==> src/rtl/axi_add_pkg.sv <==
// Shared types and 7-segment constants for the stream accumulator.
package axi_add_pkg;

    typedef enum logic {
        ST_ACC = 1'b0,
        ST_OUT = 1'b1
    } state_t;

    // Active-high segment codes, bit0=a .. bit6=g
    localparam logic [6:0] SEG_0 = 7'h3F;
    localparam logic [6:0] SEG_1 = 7'h06;
    localparam logic [6:0] SEG_2 = 7'h5B;
    localparam logic [6:0] SEG_3 = 7'h4F;
    localparam logic [6:0] SEG_4 = 7'h66;
    localparam logic [6:0] SEG_5 = 7'h6D;
    localparam logic [6:0] SEG_6 = 7'h7D;
    localparam logic [6:0] SEG_7 = 7'h07;
    localparam logic [6:0] SEG_8 = 7'h7F;
    localparam logic [6:0] SEG_9 = 7'h6F;

    // Non-decimal inputs blank the digit
    function automatic logic [6:0] seg7(input logic [3:0] d);
        case (d)
            4'd0:    seg7 = SEG_0;
            4'd1:    seg7 = SEG_1;
            4'd2:    seg7 = SEG_2;
            4'd3:    seg7 = SEG_3;
            4'd4:    seg7 = SEG_4;
            4'd5:    seg7 = SEG_5;
            4'd6:    seg7 = SEG_6;
            4'd7:    seg7 = SEG_7;
            4'd8:    seg7 = SEG_8;
            4'd9:    seg7 = SEG_9;
            default: seg7 = 7'h00;
        endcase
    endfunction

endpackage

==> src/rtl/axi_add_seg7_decode.sv <==
// Single-digit BCD to 7-segment decoder (combinational).
module seg7_decode
    import axi_add_pkg::*;
(
    input  logic [3:0] i_digit,
    output logic [6:0] o_seg
);

    // Pure lookup through the shared package function
    always_comb begin
        o_seg = seg7(i_digit);
    end

endmodule

==> src/rtl/axi_add.sv <==
// Stream accumulator: sums NUM_COUNT accepted beats and presents the
// sum mod 100 as two registered 7-segment digits on a valid/ready port.
module axi_add
    import axi_add_pkg::*;
#(
    parameter int NUM_COUNT = 8,
    parameter int W_DATA    = 8
) (
    input  logic              clk,
    input  logic              reset,
    input  logic [W_DATA-1:0] data,
    input  logic              s_valid,
    output logic              s_ready,
    output logic              m_valid,
    input  logic              m_ready,
    output logic [6:0]        m_data_ones,
    output logic [6:0]        m_data_tens
);

    // Exact no-overflow sum width, widened to at least 7 bits so the
    // constant 100 fits in the mod arithmetic.
    localparam int W_RAW = $clog2(NUM_COUNT * (2**W_DATA - 1) + 1);
    localparam int W_SUM = (W_RAW < 7) ? 7 : W_RAW;
    localparam int W_CNT = (NUM_COUNT > 1) ? $clog2(NUM_COUNT) : 1;

    state_t             r_state;
    state_t             w_next;
    logic               r_live;
    logic [W_CNT-1:0]   r_count;
    logic [W_SUM-1:0]   r_sum;
    logic [W_SUM-1:0]   w_sum_next;
    logic [W_SUM-1:0]   w_mod100;
    logic [3:0]         w_ones;
    logic [3:0]         w_tens;
    logic [6:0]         w_seg_ones;
    logic [6:0]         w_seg_tens;
    logic [6:0]         r_ones;
    logic [6:0]         r_tens;
    logic               w_beat;
    logic               w_last;
    logic               w_take;

    assign w_beat     = s_valid && s_ready;
    assign w_last     = (r_count == W_CNT'(NUM_COUNT - 1));
    assign w_take     = m_valid && m_ready;
    assign w_sum_next = r_sum + W_SUM'(data);

    // Digits come from the sum including the beat being accepted now
    assign w_mod100 = w_sum_next % W_SUM'(100);
    assign w_ones   = 4'(w_mod100 % W_SUM'(10));
    assign w_tens   = 4'(w_mod100 / W_SUM'(10));

    seg7_decode u_seg_ones (.i_digit(w_ones), .o_seg(w_seg_ones));
    seg7_decode u_seg_tens (.i_digit(w_tens), .o_seg(w_seg_tens));

    assign m_data_ones = r_ones;
    assign m_data_tens = r_tens;

    // State register
    always_ff @(posedge clk or negedge reset) begin
        if (!reset) r_state <= ST_ACC;
        else        r_state <= w_next;
    end

    // Next-state: leave ACC on the final beat, leave OUT on handshake
    always_comb begin
        w_next = r_state;
        case (r_state)
            ST_ACC:  if (w_beat && w_last) w_next = ST_OUT;
            ST_OUT:  if (m_ready)          w_next = ST_ACC;
            default: w_next = ST_ACC;
        endcase
    end

    // Outputs: r_live keeps s_ready low until the first edge after reset
    always_comb begin
        s_ready = (r_state == ST_ACC) && r_live;
        m_valid = (r_state == ST_OUT);
    end

    // Accumulator, beat counter and registered digit codes
    always_ff @(posedge clk or negedge reset) begin
        if (!reset) begin
            r_live  <= 1'b0;
            r_count <= '0;
            r_sum   <= '0;
            r_ones  <= SEG_0;
            r_tens  <= SEG_0;
        end else begin
            r_live <= 1'b1;
            if (w_beat) begin
                r_sum <= w_sum_next;
                if (w_last) begin
                    r_count <= '0;
                    r_ones  <= w_seg_ones;
                    r_tens  <= w_seg_tens;
                end else begin
                    r_count <= r_count + W_CNT'(1);
                end
            end
            if (w_take) r_sum <= '0;
        end
    end

endmodule

==> config.mk <==
export PLATFORM = sky130hd
export DESIGN_NAME = axi_add
export DESIGN_NICKNAME = d
export VERILOG_FILES = /design/src/rtl/axi_add_pkg.sv /design/src/rtl/axi_add_seg7_decode.sv /design/src/rtl/axi_add.sv
export SDC_FILE = /design/constraint.sdc
export NUM_CORES = 1
export LEC_CHECK = 0
export CORE_MARGIN = 1.5
export CORE_UTILIZATION = 65
export CTS_CLUSTER_DIAMETER = 150
export DETAILED_ROUTE_END_ITERATION = 6
export PLACE_DENSITY = 0.9
export RECOVER_POWER = 100
export SLEW_MARGIN = 40
export SYNTH_ARGS = -nofsm -noshare
export SYNTH_HDL_FRONTEND = slang
export SYNTH_HIERARCHICAL = 1
export SYNTH_SLANG_ARGS = --single-unit
==> constraint.sdc <==
create_clock -name clk -period 22.8 [get_ports clk]
set_input_delay 3.42 -clock clk [delete_from_list [all_inputs] [get_ports clk]]
set_output_delay 3.42 -clock clk [all_outputs]
set_load 0.02 [all_outputs]
==> run summary, run 1 <==
Clock skew: 0.00510 ns
Avg Inst Size Synth: 8.73 µm²
Reg-to-Reg End: m_data_ones[2]
RSZ-0062 raised after global routing: false
Clk Latency, worst-skew pair: 0.29 ns
Cells after Synth: 433
Post-route DRC violation count: 0
Yosys cell types: 88
Status: finished with violations
I/O pins: 28
Hold path depth: 2
Clk buf depth: 2
Vias in the first global route: 3301
Antenna cell count: 0
R2r setup slk: 12.70 ns
CTS Sinks: 30
Critical path's slowest cell: xnor2_1
WS Path Type: in -> reg
Asr flop ratio synth: 1.00
Hold buffers post-CTS: 0
# fillers: 418
First drt pass iteration count: 5
DRT iter0 DRCs: 243
Most common cell in the synthesized netlist: nand2_1
Yosys Warn Count: 6
TritonCTS Buffers: 5
H-tree depth: 2
Overall routed net length: 9.21 mm
Final hold vios: 0
Worst reg2reg path depth: 29
TritonCTS clock tree: yes
Routed wire length per instance: 17.9 µm
Syn Nets: 469
Commonest cells in the netlist: 40 x nand2_1, 31 x o21ai_0, 28 x nor2_1
Part of the Yosys area used for sequential elements: 0.203
Hold path startpoint: r_count[1]
Min-delay worst type: reg -> reg
Clock root cell: clkbuf_8
Post-route ant nets: 0
Routability congestion estimate: 0.967
Via count: 3480
Worst path required time: 23.02 ns
Violated checks: capacitance limit, slew limit
Via density: 6.74
Critical Path End Type: flip-flop
GR Overflow Total: 0
Overall routing resource usage: 0.305
Least-Margin Pin Slew: 1.64 ns
Min cycle time layout: 13.40 ns
Row cnt: 27
Initial core utilization: 0.678
Final nets: 479
Slew Limit Headroom: -0.0935
Worst path max stage delay: 0.89 ns
Max-cap violations: 1
Initial antenna violation count: 0
Syn Std Cell Area: 3780 µm²
Post-CTS Setup Repair Bufs: 0
Fin util: 0.715
Main synth FF type: dfrtp_1
Hold EP: r_count[1]
Final setup fails: 0
Largest cells by area after synthesis: dfrtp_1 12%, dfstp_2 8.3%, ha_1 7.6%
Synthesized flop and latch total: 30
R2R Path Start: r_sum[0]
EDFF count, synth: 0
PortBufs: 27
Post-CTS Resized: 0
Die Height: 79.2 µm
F_max: 0.0746 GHz
Most common cell type on the critical path: o21ai_0
Register Area: 766 µm²
Period utilization: 0.588
Post-synth top area cell: dfrtp_1
Share of the synthesized area in the top cell type: 0.119
Clock Pin Slew Worst Setup and Hold Paths: 0.07 ns
Setup tns final: 0 ns
Layout area overhead: 5.53%
DP HPWL: 6.83 mm
Arr. time, crit path: 13.62 ns
Die width: 79.2 µm
Die area: 6280 µm²
Fin. max-slew vios: 31
First-pass GRT wire length: 15.3 mm
Largest net degree at the start of global routing: 31
Startpoint class of the critical path: primary input
Core area: 5570 µm²
CP max FO: 13
Layout cells sized above 1: 0.187
Multi-input logic area: 2700 µm²
per-layer routing:
layer,part of all wire,track usage
met1,0.43,0.397
met2,0.49,0.509
met3,0.066,0.0575
met4,0.018,0.100
met5,0,0
state kept, by name (all words and copies together), names as in the netlist:
name / flops
r_sum: 11
m_data_ones: 7
m_data_tens: 7
m_valid: 1
r_live: 1
r_count: 3
per-stage QoR:
step,setup WS [ns],instance area [µm²],instances,hold slack (ns)
after floorplan,11.93,3780,433,0.450
after global placement,11.05,3920,508,0.464
after detailed placement,10.87,3930,508,0.470
after CTS,11.09,4020,516,0.486
after global routing,8.55,3990,516,0.504
final,9.40,3990,516,0.481
critical path: cells and delay by family:
family          cells  cell delay, ns
compound gates     17            5.38
mux                 1            0.26
simple gates        5            1.17
xor+xnor            2            1.61
fa+ha+maj           3            1.08
buf+inv             2            0.71
cell families after synthesis:
logic type,count (synthesis),share of synthesized area
fa+ha+maj,26,0.0868
buf+inv,41,0.0752
compound gates,153,0.316
mux,24,0.0699
xor+xnor,23,0.0573
flops,30,0.203
other cells,1,0.000992
simple gates,135,0.191
cell usage in the layout, fill, tap and decap left out, types with 4 or more instances in the layout:
cell type        count
nand2_1             40
o21ai_0             34
nor2_1              28
ha_1                23
dlygate4sd3_1       21
a21oi_1             19
mux2_2              18
dfrtp_1             18
inv_1               16
xnor2_1             14
o22ai_1             12
dfstp_2             12
nor3_1              11
a21o_1               8
nand3_1              8
xor2_1               8
nand4_1              6
clkbuf_8             6
clkdlybuf4s50_1      6
o211ai_1             5
a211o_1              5
mux2i_1              5
and2_1               5
a211oi_1             4
o211a_1              4
a22o_1               4
a21o_2               4
o31ai_1              4
a41oi_1              4
a31oi_1              4
worst max path at each step:
stage	startpoint	to
after floorplan	data[0]	m_data_ones[0]
after global placement	data[0]	m_data_ones[0]
after detailed placement	data[0]	m_data_ones[2]
after CTS	data[0]	m_data_ones[3]
after global routing	data[0]	m_data_ones[2]
final	data[0]	m_data_ones[2]
area by class of cell:
cell class                      instances  area share
Multi-Input combinational cell        362       0.678
Sequential cell                        30       0.192
Timing Repair Buffer                   28      0.0687
Tap cell                               72      0.0226
Clock buffer                            6      0.0207
Inverter                               16      0.0151
Clock inverter                          2     0.00314
Power of run 1 is left out: the tool's default activity adds up to more than one toggle a clock period on the data nets, which glitch-free logic cannot reach.
==> inputs of run 2 (changes only) <==
CORE_UTILIZATION = 55   (was 65)
PLACE_DENSITY = 0.82   (was 0.9)
clock period = 10.8 ns   (was 22.8 ns; I/O delays follow)
==> run 2 against run 1 <==
Compared with the run above: the run still ends with capacitance limit, slew limit left; cell count increased by 1.9%; register-to-register slack worse by 11 ns; setup slack got worse by 8.7 ns; via count fell by 0.57%; cell area is 1.2% higher; die area rose by 17%; worst hold slack improved by 0.0039 ns; global-route usage decreased by 5.5 points.
==> run summary, run 2 (synthesis gave the netlist of run 1 again) <==
Via count: 3460 (-0.57%)
Commonest non-fill, non-tap cell in the layout: nand2_1
Routability congestion estimate: 0.908 (-6.1%)
Clk buf depth: 2 (unchanged)
Setup ws final: 0.747 ns (-8.65 ns)
Critical path buffers and inverters: 2 (unchanged)
TritonCTS clock tree: yes
Status: finished with violations
Family with the most delay on the worst path: compound AO/OA/AOI/OAI gates
Clock Pin Slew Worst Setup and Hold Paths: 0.07 ns (about the same)
Most frequent cells in the layout: 40 x nand2_1, 32 x o21ai_0, 28 x nor2_1, 23 x ha_1, 19 x dlygate4sd3_1
RSZ-0062 raised after global routing: false
Min cycle time layout: 10.05 ns
Initial antenna violation count: 0 (unchanged)
Final hold vios: 0 (unchanged)
Layout cells sized above 1: 0.202 (+0.0149)
Routed wire length per instance: 17.5 µm (-1.9%)
Fin util: 0.601 (-0.115)
I/O pins: 28 (unchanged)
Via density: 6.58 (-2.5%)
Post-CTS Setup Repair Bufs: 0 (unchanged)
Worst path max stage delay: 0.62 ns (-0.27 ns)
Die Height: 85.9 µm (+8.4%)
Fin. max-slew vios: 31 (unchanged)
Clock root cell: clkbuf_8
TritonCTS Buffers: 5 (unchanged)
Overall routed net length: 9.21 mm (about the same)
Arr. time, crit path: 10.26 ns (-3.36 ns)
Period utilization: 0.931
Biggest register: r_sum
Slew Limit Headroom: -0.0876 (+0.00588)
Least-Margin Pin Slew: 1.63 ns (-0.00882 ns)
GR Overflow Total: 0 (unchanged)
Die area: 7380 µm² (+17%)
First-pass GRT wire length: 15.1 mm (-1.4%)
PortBufs: 27 (unchanged)
Setup tns final: 0 ns (unchanged)
Final setup fails: 0 (unchanged)
Antenna cell count: 0 (unchanged)
Row cnt: 30 (+11%)
Min-delay worst type: reg -> reg
H-tree depth: 2 (unchanged)
Largest net degree at the start of global routing: 31 (unchanged)
CP max FO: 13 (unchanged)
Clk Latency, worst-skew pair: 0.28 ns (about the same)
DP HPWL: 6.88 mm (+0.78%)
Startpoint class of the critical path: primary input
Layout area overhead: 6.79%
Vias in the first global route: 3221 (-2.4%)
Worst path required time: 11.01 ns (-12.01 ns)
R2r setup slk: 2.15 ns (-10.55 ns)
Max reg flops: 11 (unchanged)
Max-cap violations: 1 (unchanged)
WS Path Type: in -> reg
Post-CTS Resized: 0 (unchanged)
# fillers: 568 (+36%)
Critical path's slowest cell: a2111oi_0
Overall routing resource usage: 0.250 (-0.0549)
Final nets: 481 (+0.42%)
Die width: 85.9 µm (+8.4%)
Clock skew: 0.00450 ns (-0.000593 ns)
CTS Sinks: 30 (unchanged)
First drt pass iteration count: 5 (unchanged)
Initial core utilization: 0.562 (-0.116)
Critical Path End Type: flip-flop
F_max: 0.0995 GHz
DRT iter0 DRCs: 231 (-4.9%)
Post-route ant nets: 0 (unchanged)
Violated checks: capacitance limit, slew limit
DP Worst Slack: 0.731 ns (-10.14 ns)
Post-route DRC violation count: 0 (unchanged)
Hold buffers post-CTS: 0 (unchanged)
Core area: 6720 µm² (+21%)
run 2: cell types whose count changed in the layout (fill, tap and decap cells not counted), sizes merged:
cell           change
clkdlybuf4s50      +2
buf                +2
clkinv             +1
dlygate4sd3        -2
clkinvlp           -1
run 2: path summary, 6_finish.rpt:
path | cells after the start | from | end
setup / recovery | 29 | data[4] | m_data_ones[5]
hold / removal | 2 | r_count[1] | r_count[1]
max in group asynchronous | 2 | reset | r_sum[6]
min in group asynchronous | 2 | reset | r_count[2]
setup reg to reg | 29 | r_sum[0] | m_data_ones[5]
hold reg to reg | 2 | r_count[1] | r_count[1]
run 2: per-stage QoR:
step | cell area, µm² | hold slack [ns] | instances
global placement | 3950 | 0.463 | 518
detailed placement | 3950 | 0.473 | 518
global route | 4040 | 0.507 | 526
finish | 4040 | 0.485 | 526
floorplan | 3780 | 0.450 | 433
CTS | 4030 | 0.490 | 526
run 2: worst min-delay path, stage by stage, from the launching register on:
cell and delay (ns):
dfrtp_1 0.34, nand2_1 0.05, nand2_1 0.06
run 2: area by class of cell:
class | instances | area [µm²] | share of cell area
timing repair buffer | 30 | 289 | 0.0716
clock inverter | 2 | 10.0 | 0.00248
tap | 80 | 100 | 0.0248
sequential | 30 | 766 | 0.190
multi-input combinational | 362 | 2740 | 0.678
clock buffer | 6 | 72.6 | 0.0180
inverter | 16 | 60.1 | 0.0149
run 2: layer usage:
layer	track usage	part of all wire	up-vias
met3	0.0327	0.055	22
li1	-	-	1652
met1	0.339	0.45	1643
met2	0.419	0.48	143
met4	0.0704	0.015	0
met5	0	0	-
Power of run 2 is left out for the same reason.
